--- src/rtl/fpu_entry_controller.sv ---
// ---------------------------------------------------------------------------
// fpu_entry_controller
//
// Purpose:
//   Sequences one FPU operation from board I/O. Two 32-bit operands are built
//   from the 16-bit switch bank, one half per button press (A high, A low,
//   B high, B low). The block then pulses fpu_start and waits for fpu_done.
//   Finally it steps the 32-bit result out to the 16-bit display, high half
//   first, one half per press.
//
// Optional feature (compile-time macro FPU_TIMEOUT_EN):
//   When defined, a WAIT-state watchdog counts TIMEOUT_CYCLES cycles. If the
//   FPU has not answered by then, NAN_PATTERN is substituted for the result
//   and error is raised. When undefined, WAIT holds until fpu_done, no
//   counter exists and error is tied low.
//
// Parameters:
//   TIMEOUT_CYCLES  watchdog limit in clk cycles (2..65535)
//   NAN_PATTERN     result value substituted on timeout
//
// Ports:
//   clk         in   system clock, rising edge
//   reset       in   synchronous active-high reset
//   btn_pulse   in   one-cycle advance pulse from the button stage
//   sw_data     in   [15:0] switch value captured on btn_pulse
//   fpu_done    in   FPU result valid (level or pulse)
//   fpu_result  in   [31:0] FPU result, valid with fpu_done
//   op_a        out  [31:0] operand A, registered
//   op_b        out  [31:0] operand B, registered
//   fpu_start   out  one-cycle start pulse (high only in START)
//   disp_value  out  [15:0] registered display value
//   state_code  out  [2:0] current state encoding for LEDs
//   error       out  timeout occurred on the last operation
// ---------------------------------------------------------------------------
module fpu_entry_controller #(
  parameter int unsigned TIMEOUT_CYCLES = 1024,
  parameter logic [31:0] NAN_PATTERN    = 32'h7FC00000
) (
  input  logic        clk,
  input  logic        reset,
  input  logic        btn_pulse,
  input  logic [15:0] sw_data,
  input  logic        fpu_done,
  input  logic [31:0] fpu_result,
  output logic [31:0] op_a,
  output logic [31:0] op_b,
  output logic        fpu_start,
  output logic [15:0] disp_value,
  output logic [2:0]  state_code,
  output logic        error
);

  typedef enum logic [2:0] {
    ST_ENTER_A_HI = 3'd0,
    ST_ENTER_A_LO = 3'd1,
    ST_ENTER_B_HI = 3'd2,
    ST_ENTER_B_LO = 3'd3,
    ST_START      = 3'd4,
    ST_WAIT       = 3'd5,
    ST_SHOW_HI    = 3'd6,
    ST_SHOW_LO    = 3'd7
  } state_t;

  state_t      state;
  state_t      next_state;
  logic [31:0] result_reg;
  logic        load_result;
  logic        timeout_hit;

`ifdef FPU_TIMEOUT_EN
  localparam logic [15:0] TIMEOUT_LAST = 16'(TIMEOUT_CYCLES - 1);

  logic [15:0] timeout_cnt;
  logic        error_reg;

  // The counter sits at zero outside WAIT, so it reads 0 in the first WAIT
  // cycle. It reaches TIMEOUT_LAST in the TIMEOUT_CYCLES-th WAIT cycle.
  always_ff @(posedge clk) begin
    if (reset) begin
      timeout_cnt <= 16'd0;
    end else if (state != ST_WAIT) begin
      timeout_cnt <= 16'd0;
    end else begin
      timeout_cnt <= timeout_cnt + 16'd1;
    end
  end

  // A done arriving in the final cycle takes priority over the timeout.
  assign timeout_hit = (state == ST_WAIT) && !fpu_done && (timeout_cnt == TIMEOUT_LAST);

  always_ff @(posedge clk) begin
    if (reset) begin
      error_reg <= 1'b0;
    end else if ((state == ST_WAIT) && fpu_done) begin
      error_reg <= 1'b0;
    end else if (timeout_hit) begin
      error_reg <= 1'b1;
    end else if ((state == ST_SHOW_LO) && btn_pulse) begin
      error_reg <= 1'b0;
    end
  end

  assign error = error_reg;
`else
  assign timeout_hit = 1'b0;
  assign error       = 1'b0;
`endif

  // State register
  always_ff @(posedge clk) begin
    if (reset) begin
      state <= ST_ENTER_A_HI;
    end else begin
      state <= next_state;
    end
  end

  // Next-state decode. START always lasts one cycle. A done seen already in
  // START skips WAIT entirely.
  always_comb begin
    next_state  = state;
    load_result = 1'b0;
    case (state)
      ST_ENTER_A_HI: if (btn_pulse) next_state = ST_ENTER_A_LO;
      ST_ENTER_A_LO: if (btn_pulse) next_state = ST_ENTER_B_HI;
      ST_ENTER_B_HI: if (btn_pulse) next_state = ST_ENTER_B_LO;
      ST_ENTER_B_LO: if (btn_pulse) next_state = ST_START;
      ST_START: begin
        if (fpu_done) begin
          load_result = 1'b1;
          next_state  = ST_SHOW_HI;
        end else begin
          next_state  = ST_WAIT;
        end
      end
      ST_WAIT: begin
        if (fpu_done) begin
          load_result = 1'b1;
          next_state  = ST_SHOW_HI;
        end else if (timeout_hit) begin
          next_state  = ST_SHOW_HI;
        end
      end
      ST_SHOW_HI: if (btn_pulse) next_state = ST_SHOW_LO;
      ST_SHOW_LO: if (btn_pulse) next_state = ST_ENTER_A_HI;
      default:    next_state = ST_ENTER_A_HI;
    endcase
  end

  // Operand capture, result latch and display register. Operands only change
  // in the ENTER states. An untouched low half keeps its old value until it
  // is overwritten.
  always_ff @(posedge clk) begin
    if (reset) begin
      op_a       <= 32'd0;
      op_b       <= 32'd0;
      result_reg <= 32'd0;
      disp_value <= 16'd0;
    end else begin
      if (btn_pulse) begin
        case (state)
          ST_ENTER_A_HI: op_a[31:16] <= sw_data;
          ST_ENTER_A_LO: op_a[15:0]  <= sw_data;
          ST_ENTER_B_HI: op_b[31:16] <= sw_data;
          ST_ENTER_B_LO: op_b[15:0]  <= sw_data;
          default: ;
        endcase
      end

      if (load_result) begin
        result_reg <= fpu_result;
      end else if (timeout_hit) begin
        result_reg <= NAN_PATTERN;
      end

      case (state)
        ST_ENTER_A_HI, ST_ENTER_A_LO,
        ST_ENTER_B_HI, ST_ENTER_B_LO: disp_value <= sw_data;
        ST_SHOW_HI:                   disp_value <= result_reg[31:16];
        ST_SHOW_LO:                   disp_value <= result_reg[15:0];
        default:                      disp_value <= 16'h0000;
      endcase
    end
  end

  assign fpu_start  = (state == ST_START);
  assign state_code = state;

endmodule

--- config.mk ---
export PLATFORM = sky130hd
export DESIGN_NAME = fpu_entry_controller
export DESIGN_NICKNAME = d
export VERILOG_FILES = /design/src/rtl/fpu_entry_controller.sv
export SDC_FILE = /design/constraint.sdc
export NUM_CORES = 1
export LEC_CHECK = 0
export CAP_MARGIN = 0
export CELL_PAD_IN_SITES_DETAIL_PLACEMENT = 0
export CELL_PAD_IN_SITES_GLOBAL_PLACEMENT = 1
export CORE_MARGIN = 10
export CORE_UTILIZATION = 36
export DETAILED_ROUTE_END_ITERATION = 10
export PLACE_DENSITY_LB_ADDON = 0.1
export SETUP_SLACK_MARGIN = 0.05
export SLEW_MARGIN = 20
export SYNTH_ARGS = -nofsm -noshare
export SYNTH_HDL_FRONTEND = slang
export SYNTH_SLANG_ARGS = --single-unit
export TNS_END_PERCENT = 30
--- constraint.sdc ---
create_clock -name clk -period 2 [get_ports clk]
set_clock_uncertainty 0.1 [all_clocks]
set_input_delay 0.3 -clock clk [delete_from_list [all_inputs] [get_ports clk]]
set_output_delay 0.3 -clock clk [all_outputs]
set_load 0.1 [all_outputs]
After elaboration in Yosys (flattened, before gate mapping). Cells that the tools add are included.

Bits in registers: 115. Word-level logic and storage cells: 41.

Equal/unequal tests: 14. Mux-type cells: 12. Reductions and logical operators: 8.

Operators with widths (count): 16-bit case mux with 3 select lines (1); 3-bit case mux with 8 select lines (1); 3-bit 2-to-1 mux (7); 2-bit inequality test (second input constant) (7); 3-bit equality test (second input constant) (4); 2-bit AND reduction (4); 7-bit AND reduction (1); 3-bit by 2-bit equality test with 1-bit output (second input constant) (2); 4-bit OR reduction (1); 3-bit by 1-bit equality test with 1-bit output (second input constant) (1); 3-bit logical NOT (1); 1-bit 2-to-1 mux (2); 2-bit 2-to-1 mux (1); 2-bit OR reduction (1).

Depth between registers and ports, before layout.
Depth after elaboration: 3. Mapped depth: 5.

Worst setup path before layout. No wires, ideal clock.

Kind: reg2out. Start: register state[0] (netlist: state_code[0]). End: output fpu_start. Arrival time: 2.616 ns. Slack: -1.016 ns. Cell stages (with the launch flop): 5. Cell sequence: dfxtp_1 buf_6 buf_2 buf_2 nor2_1.

Word-level cells in the longest chain between the ends: 1.

Ends and longest elaborated chain: start, declared (RTL line 64) `state_t state;`; start signal, assigned (RTL line 114) `state <= next_state;`; 3-bit equality test (RTL line 186) `assign fpu_start = (state == ST_START);`; end, declared (RTL line 47) `output logic fpu_start,`.

No other way between the ends.

Final worst setup path.
Start: register state[2] (netlist: state_code[2]). End: output fpu_start.

Same word-level chain as after synthesis.

==> results.ini <==
[timing]
relSlewSlack_pct = 64.7
fmax_mhz = 563
slew_violations = 0
hold_viol_final = 0
fin_crit_ns = 1.78
rsz0062_at_grt = false
period_share_pct = 88.8
fin_ws_ns = 0.223
timing.hold.ws_ns = 0.344
finalSetupViolCount = 0
tightest_slew_ns = 0.530

[cells_and_area]
area_growth_pct = 41.5
fin_nets = 630
fin_area_um2 = 6810
layout-drive-gt1-share_pct = 23.7
antenna_cells = 0
mostFrequentLayoutCells = nand2b_1, mux2i_1, dfxtp_1, buf_4, clkdlybuf4s50_1
fin_util_pct = 51.6
fill_cells = 1247
layout_commonest_cell = nand2b_1

[route]
wl_um = 12400
wl_per_cell_um = 16.2
ant_nets = 0
first_iter_violations = 137
drc_errors = 0
routed_via_density = 4.49
drtPass1Iterations = 4
vias = 3445

[pwr]
total_power_w = 0.00679
ir_drop_mv = 0.547
p_leak_nw = 2.88
power_density_nw_per_um2 = 997

[critical_path]
crit_fanout = 14
ff2ff_path_depth = 2
reg2reg_to = op_a[27]
crit_path_start_kind = flip-flop
r2r_start = state_code[2]
critPathCaptureType = output pin
regToRegSetupSlack_ns = 0.47
critical_path_required_ns = 1.60
arrival_ns = 1.38
critPathKind = reg -> out

[logic_synthesis]
synth.area.top_cells = dfxtp_1, mux2i_1, nand2b_1
synth_ff_type = dfxtp_1
synth_sequential_area_ratio_pct = 47.8
async_reset_ff_share_pct = 0
syn_area_per_cell_um2 = 10.8
syn_area_um2 = 4810
netlist_instances = 444
syn_nets = 496
yosys.area.top_type_share_pct = 47.8
ys_warn_count = 0
synth_seq_cells = 115
post_synth_num_cell_types = 22
synth_edf_count = 0
yosys.area.top_type = dfxtp_1

[hold_path]
hold_class = in -> reg
min_to = state_code[0]
holdPathStages = 2
hp-start = reset

[floorplanning]
initial_utilization_pct = 36.5
die_y_um = 136
die_w_um = 136
core_area_um2 = 13200
io_pins = 137
rows = 42
dieArea_um2 = 18400

[global_route]
antenna_found_initial = 0
overflow = 0
grt_util_all_layers_pct = 13.6
grt_pass1_vias = 3560
grt_max_degree = 67
grt_pass1_wl_um = 19600

[placed_design]
dpl.hpwl_um = 9240
dpl_worst_slack_ns = 0.101
io_buffers = 135
gp_congestion = 0.748
place_area_um2 = 6190

[clocking]
clk_pin_slew_ns = 0.05
cts_max_level = 4
hold_buffers = 0
ctsRootBufferMaster = clkbuf_16
numCtsBuffers = 17
cts_buffer_depth = 2
cts_setup_buffers = 0
insertion_delay_ns = 0.41
tritoncts = yes
post_cts_resized = 0
cts.sink_count = 115

[outcome]
status = completed

[flow_run]
maxCapViolations = 0

cells in the mapped netlist, drive strengths merged (2+ instances only):
cell / count
dfxtp: 115
mux2i: 112
nand3b: 2
clkbuf: 18
buf: 19
nor2: 2
nand2b: 145
nor4bb: 2
a211oi: 2
nand4bb: 2
o2bb2ai: 16
critical path: stages, from the launching register on:
cell	delay [ns]
dfxtp_2	0.48
nand2b_1	0.15
nor2_4	0.14
buf_12	0.18
power breakdown:
| part | leakage [nW] | switching, W | internal, W |
|---|---|---|---|
| clock network | 0.306 | 0.00103 | 0.00213 |
| registers | 0.936 | 0.0000574 | 0.00238 |
| logic | 1.64 | 0.000814 | 0.000372 |
metrics by stage:
| step | instances | setup TNS, ns |
|---|---|---|
| after global placement | 735 | 0 |
| after global routing | 767 | 0 |
| after CTS | 767 | 0 |
| after floorplan | 444 | -0.0135 |
| after detailed placement | 735 | 0 |
| final | 767 | 0 |
cell families after synthesis:
| kind of cell | synth area share, % |
|---|---|
| buffers and inverters | 3.93 |
| XOR/XNOR | 0.182 |
| multiplexers | 23.5 |
| flip-flops | 47.8 |
| other | 0.0779 |
| AO/OA/AOI/OAI | 3.33 |
| AND/OR/NAND/NOR | 21.1 |
worst max-delay path by stage:
stage	start	to	slack (ns)
3_5_place_dp	btn_pulse	op_b[23]	0.10
6_report	state_code[2]	fpu_start	0.22
2_1_floorplan	state_code[0]	fpu_start	-0.01
5_1_grt	state_code[2]	fpu_start	0.16
4_1_cts	state_code[2]	fpu_start	0.21
3_3_place_gp	btn_pulse	op_a[21]	0.15
layer usage:
metal	vias up	track usage, %	share of wire, %
li1	1752	-	-
met1	1583	17.9	49
met2	95	19.1	43
met3	15	5.16	6.9
met4	0	6.28	1.5
met5	-	0	0
cell type report:
type | instances | area [um2] | share of cell area, %
multi-input cells | 292 | 2340 | 34.3
flip-flops and latches | 115 | 2310 | 33.9
clock inverters | 11 | 158 | 2.32
clock buffers | 21 | 460 | 6.76
repair buffers | 152 | 1330 | 19.5
well taps | 176 | 220 | 3.23
Power figures use the tool's default switching activity.
